`src/rtl/tdm_demux_1x2.sv`:
```
// Two-channel TDM demultiplexer: splits an interleaved serial stream (even bits ->
// channel 0, odd bits -> channel 1, MSB first) into parallel words, framed by fsync.
module tdm_demux_1x2 #(
  parameter int WIDTH = 8
) (
  input  logic             clk,
  input  logic             rst_n,
  input  logic             din,
  input  logic             din_vld,
  input  logic             fsync,
  output logic [WIDTH-1:0] y0,
  output logic [WIDTH-1:0] y1,
  output logic             y_vld,
  output logic             locked,
  output logic             sync_err
);

  localparam int CW = $clog2(2 * WIDTH);
  localparam logic [CW-1:0] LAST = CW'(2 * WIDTH - 1);

  typedef enum logic {HUNT = 1'b0, RECV = 1'b1} state_t;

  state_t           state;
  logic [CW-1:0]    cnt;
  logic [WIDTH-1:0] sh0;
  logic [WIDTH-1:0] sh1;

  assign locked = (state == RECV);

  always_ff @(posedge clk or negedge rst_n) begin
    if (!rst_n) begin
      state    <= HUNT;
      cnt      <= '0;
      sh0      <= '0;
      sh1      <= '0;
      y0       <= '0;
      y1       <= '0;
      y_vld    <= 1'b0;
      sync_err <= 1'b0;
    end else begin
      y_vld    <= 1'b0;
      sync_err <= 1'b0;
      if (din_vld) begin
        case (state)
          HUNT: begin
            if (fsync) begin
              sh0   <= {sh0[WIDTH-2:0], din};
              cnt   <= CW'(1);
              state <= RECV;
            end
          end
          RECV: begin
            if (fsync) begin
              // fsync anywhere but frame start aborts the partial frame and restarts on this bit
              sync_err <= (cnt != '0);
              sh0      <= {sh0[WIDTH-2:0], din};
              cnt      <= CW'(1);
            end else if (cnt == '0) begin
              sync_err <= 1'b1;
              state    <= HUNT;
            end else if (cnt == LAST) begin
              y0    <= sh0;
              y1    <= {sh1[WIDTH-2:0], din};
              y_vld <= 1'b1;
              cnt   <= '0;
            end else begin
              if (cnt[0]) sh1 <= {sh1[WIDTH-2:0], din};
              else        sh0 <= {sh0[WIDTH-2:0], din};
              cnt <= cnt + CW'(1);
            end
          end
          default: state <= HUNT;
        endcase
      end
    end
  end

endmodule

```
`config.mk`:
```
export PLATFORM = sky130hd
export DESIGN_NAME = tdm_demux_1x2
export DESIGN_NICKNAME = d
export VERILOG_FILES = /design/src/rtl/tdm_demux_1x2.sv
export SDC_FILE = /design/constraint.sdc
export NUM_CORES = 1
export LEC_CHECK = 0
export ABC_CLOCK_PERIOD_IN_PS = 2100
export BUFFER_PORTS_ARGS = -buffer_cell sky130_fd_sc_hd__buf_2
export CORE_UTILIZATION = 50
export DETAILED_ROUTE_END_ITERATION = 10
export GPL_ROUTABILITY_DRIVEN = 1
export PLACE_DENSITY = 0.78
export SLEW_MARGIN = 20
export SYNTH_ARGS = -nofsm -noshare
export SYNTH_HDL_FRONTEND = slang
export SYNTH_SLANG_ARGS = --single-unit
```
`constraint.sdc`:
```
create_clock -name clk -period 2.1 [get_ports clk]
set_clock_uncertainty 0.1 [all_clocks]
set_input_delay 0.42 -clock clk [delete_from_list [all_inputs] [get_ports clk]]
set_output_delay 0.42 -clock clk [all_outputs]
set_load 0.02 [all_outputs]
```
== Word level (Yosys, flattened, before mapping) ==
Cells that the tools add are included.

* Flip-flop bits (word level): 38
* Bits of input ports: 5
* Output and inout bits: 19
* Logic and storage cells: 48

* Add/sub/neg operators: 1
* Equality and inequality tests: 5
* Muxes and demuxes: 24
* Bitwise gates (word level): 4
* Reduce and logical (&&, ||, !) cells: 6

{| class="wikitable"
|+ Operator list
! cell !! count
|-
| $mux 8 || 5
|-
| $mux 4 || 4
|-
| $pmux 8 s2 || 1
|-
| $mux 1 || 12
|-
| $reduce_and 5->1 || 2
|-
| $ne 3x3->1 const B || 3
|-
| $pmux 4 s2 || 1
|-
| $reduce_and 6->1 || 1
|-
| $add 4x1->4 const B || 1
|-
| $eq 4x4->1 const B || 1
|-
| $logic_not 4->1 || 1
|-
| $not 1->1 || 4
|-
| $reduce_bool 4->1 || 1
|-
| $reduce_and 3->1 || 1
|-
| $ne 2x2->1 const B || 1
|-
| $pmux 1 s2 || 1
|}

== Logic depth before layout (Yosys ltp) ==
* Depth after elaboration: 6
* Gate-level depth with buffers: 8

== Worst setup path before layout ==
Ideal clock, no wire load.

* Path kind: reg2reg
* Start point: register cnt[0]
* End point: register sh0[0]
* Setup time: 125 ps
* Data arrival time: 1706 ps
* Setup slack: 169 ps
* Cell stages (with the launch flop): 7
* Buffers on the path: 0
* Clock period less this slack: 1931 ps
* Path through: dfrtp_1 > inv_1 > ha_1 > or4b_4 > o211ai_4 > nor2_8 > mux2_4

* Cells in the longest elaborated chain, start to end: 3
* Elaborated cells between the ends (all ways): 6

{| class="wikitable"
|+ Ends and longest elaborated chain
! what !! line !! source
|-
| start, declared || 24 || <nowiki>logic [CW-1:0] cnt;</nowiki>
|-
| start signal, assigned || 69 || <nowiki>cnt <= cnt + CW'(1);</nowiki>
|-
| $eq 4x4->1 / $logic_not 4->1 (equally long branches) || 61, 58 ||
|-
| $ne 3x3->1 (no line) || -- ||
|-
| $reduce_and 5->1 (no line) * || -- ||
|-
| end signal, assigned || 47 || <nowiki>sh0 <= {sh0[WIDTH-2:0], din};</nowiki>
|-
| end signal, assigned || 56 || <nowiki>sh0 <= {sh0[WIDTH-2:0], din};</nowiki>
|-
| end signal, assigned || 68 || <nowiki>else sh0 <= {sh0[WIDTH-2:0], din};</nowiki>
|-
| end, declared || 25 || <nowiki>logic [WIDTH-1:0] sh0;</nowiki>
|}

Every way passes the cells marked *; elsewhere a longest branch is shown, timed or not.
A chain may end at the register's enable or synchronous reset.

== Worst setup path in the final report ==
* Start point: register cnt[0]
* End point: register sh1[3]

* Cells in the longest elaborated chain, start to end: 3
* Elaborated cells between the ends (all ways): 5

{| class="wikitable"
|+ Ends and longest elaborated chain
! what !! line !! source
|-
| $eq 4x4->1 / $logic_not 4->1 (equally long branches) || 61, 58 ||
|-
| $not 1->1 (no line) || -- ||
|-
| $reduce_and 6->1 (no line) * || -- ||
|-
| end signal, assigned || 67 || <nowiki>if (cnt[0]) sh1 <= {sh1[WIDTH-2:0], din};</nowiki>
|-
| end, declared || 26 || <nowiki>logic [WIDTH-1:0] sh1;</nowiki>
|}

Marked as above.

==> results.toml <==
[outcome]
status = "complete, but fails checks"
violations = "hold timing"

[place]
portBuffers = 23
placed_area_sq_um = 1820
gp_congestion = 0.764
hpwl_mm = 2.02

[timing]
setup_tns_ns = 0
worst_slew_pin_slew_ns = 0.461
finalSetupViolCount = 0
fin_crit_sh = 0.989
max_freq_mhz = 482
whs_ns = -0.00178
slew_headroom = 0.692
hold_viol = 12
period_minus_slack_ns = 2.08
drv_slew = 0

[power_and_ir_drop]
p_clk_frac = 0.183
leakage_nw = 1.00
pwr-share-comb = 0.311
p_int_mw = 1.46
pwr-share-seq = 0.506
switching_share = 0.326
power_mw = 2.16
vdd_drop_max_v = 0.000569
p_sw_mw = 0.705
powerDensity_nw_per_um2 = 1120

[synthesis]
yosysSeqAreaShare = 0.581
synthCells = 108
synth_top_cell_by_area = "dfrtp_1"
synth_area_leaders = "dfrtp_1 (58%), mux2_2 (16%), mux2_4 (7.3%)"
synth_fp_nets = 117
yosys.area.top_type_share = 0.581
synth_compound_area_frac = 0.0443
syn_area_sq_um = 1640
synth_adder_area_share = 0.0306
synth_top_family_by_area = "multiplexers"
synth_seq_cells = 38
yosys.area_share.simple = 0.0924
synth-xor-area-share = 0
synth_cell_types = 24
synth_area_per_cell_sq_um = 15.2
synthMuxAreaShare = 0.231
synth_warnings = 0

[routing]
vias = 1019
drtPass1Iterations = 4
via_per_inst = 5.39
drt-wirelength-per-cell_um = 16.3
drtAntennaViolNets = 0
drcViolationCount = 0
finalWirelength_mm = 3.09
first_iter_violations = 19

[worst_setup_path]
cp-startpoint = "cnt[0]"
crit_path_end = "sh1[3]"
timing.rr.end = "sh1[3]"
crit_fanout = 5
r2r_slack_ns = 0.02
crit_arrival_ns = 2.22
r2r_cells = 7
worstPathRequired_ns = 2.25
worst_setup_path_end_kind = "register"
r2r-start = "cnt[0]"
worstSetupPathType = "register to register"
worst_setup_path_start_kind = "register"

[layout]
drive_gt1_frac = 0.538
mostFrequentLayoutCells = "dfrtp_1 (37), mux2_2 (23), buf_2 (23)"
fillers = 238
final_util = 0.627
area_delta_synth_final_pct = 17.8
final_common_cell = "dfrtp_1"
finish.net_count = 153
fin_area_sq_um = 1930
n_antenna_cell = 0

[floorplanning]
num_rows = 20
core_area_sq_um = 3080
fp.dieW_um = 59.2
fp.dieH_um = 59.2
dieArea_sq_um = 3510
io_pins = 24
start_util = 0.532

[grt]
grt_pass1_vias = 988
overflow = 0
antenna_found_initial = 0
grt_max_degree = 39
grt_usage = 0.189
grt_first_pass_wirelength_mm = 4.68

[clock_tree]
tritoncts = "done"
clk_pin_slew_worst_paths_ns = 0.12
cts_hold_buffers = 0
cts.sinks = 38
numCtsBuffers = 5
htreeDepth = 2
ctsRootBufferMaster = "clkbuf_4"
clk_latency_ns = 0.35
cts_max_path_buffers = 2

[worst_hold_path]
min_path_type = "input pin to async pin"

[flow_run]
drv_cap = 0
critical path, cell delays in order (launching register included):
cell and delay, ns:
dfrtp_2 0.46, inv_2 0.09, ha_2 0.19, or4b_4 0.51, nand4_4 0.15, nor3_4 0.06
buf_4 0.16, mux2_2 0.27
metal layers:
metal | up-vias | track usage | wire length [um]
met4 | 0 | 0.0816 | 48
met5 | - | 0 | 0
li1 | 460 | - | -
met1 | 520 | 0.223 | 1200
met2 | 33 | 0.315 | 1680
met3 | 6 | 0.0611 | 161
metrics by stage:
step / setup slack (ns) / std cells
6_report: 0.0239 / 189
5_1_grt: -0.0288 / 189
4_1_cts: 0.00449 / 184
3_5_place_dp: 0.0242 / 176
3_3_place_gp: 0.114 / 176
2_1_floorplan: 0.169 / 108
area by class of cell:
class	count	area, sq um	area share
Timing Repair Buffer	31	188	0.0973
Sequential cell	38	952	0.494
Multi-Input combinational cell	64	656	0.340
Tap cell	44	55.1	0.0285
Clock buffer	6	51.3	0.0266
Clock inverter	2	12.5	0.00649
Inverter	4	15.0	0.00778
registers in the layout, summed over array words and instances, names as in the netlist:
| signal | cells |
|---|---|
| sh0 | 8 |
| sync_err | 1 |
| sh1 | 7 |
| locked | 1 |
| y0 | 8 |
| y_vld | 1 |
| y1 | 8 |
| cnt | 4 |
cells in the mapped netlist (all sizes together):
cell	count
nor3	1
and3	4
inv	4
nand3	1
nand4	1
and4	1
nand2	5
a21oi	1
nor2	2
ha	4
buf	2
nand2b	1
mux2	31
a31oi	1
o31ai	1
dfrtp	38
o211ai	1
o21ai	5
nor2b	2
o21a	1
or4b	1
cells by family (layout without fill, tap and decap cells):
| family | Yosys count | in the layout |
|---|---|---|
| fa+ha+maj | 4 | 4 |
| compound gates | 10 | 10 |
| mux | 31 | 31 |
| flops | 38 | 38 |
| buf+inv | 6 | 43 |
| simple gates | 19 | 19 |
power by group through the flow:
stage	Combinational, mW	Clock, mW	Sequential [mW]
after floorplan	0.457	0	1.07
after global placement	0.568	0	1.09
after detailed placement	0.603	0	1.11
after CTS	0.606	0.408	1.09
after global routing	0.729	0.435	1.12
final	0.672	0.395	1.09
worst min path at each step:
stage / startpoint / endpoint / slack (ns) / depth (start not counted)
global placement: rst_n / y0[1] / 0.38 / 2
detailed placement: rst_n / y0[7] / 0.39 / 2
floorplan: rst_n / cnt[0] / 0.02 / 0
CTS: rst_n / y1[1] / 0.0009 / 2
global route: rst_n / sh1[5] / 0.03 / 2
finish: rst_n / sh1[6] / -0.002 / 2
what timing repair did:
item | 4_1_cts | 5_1_grt
gates resized for setup | 0 | 3
setup buffers | 0 | 5
hold endpoints to repair | 0 | 0
endpoints found under the setup margin | 0 | 17
No activity file was read; power rests on OpenSTA's default activity.
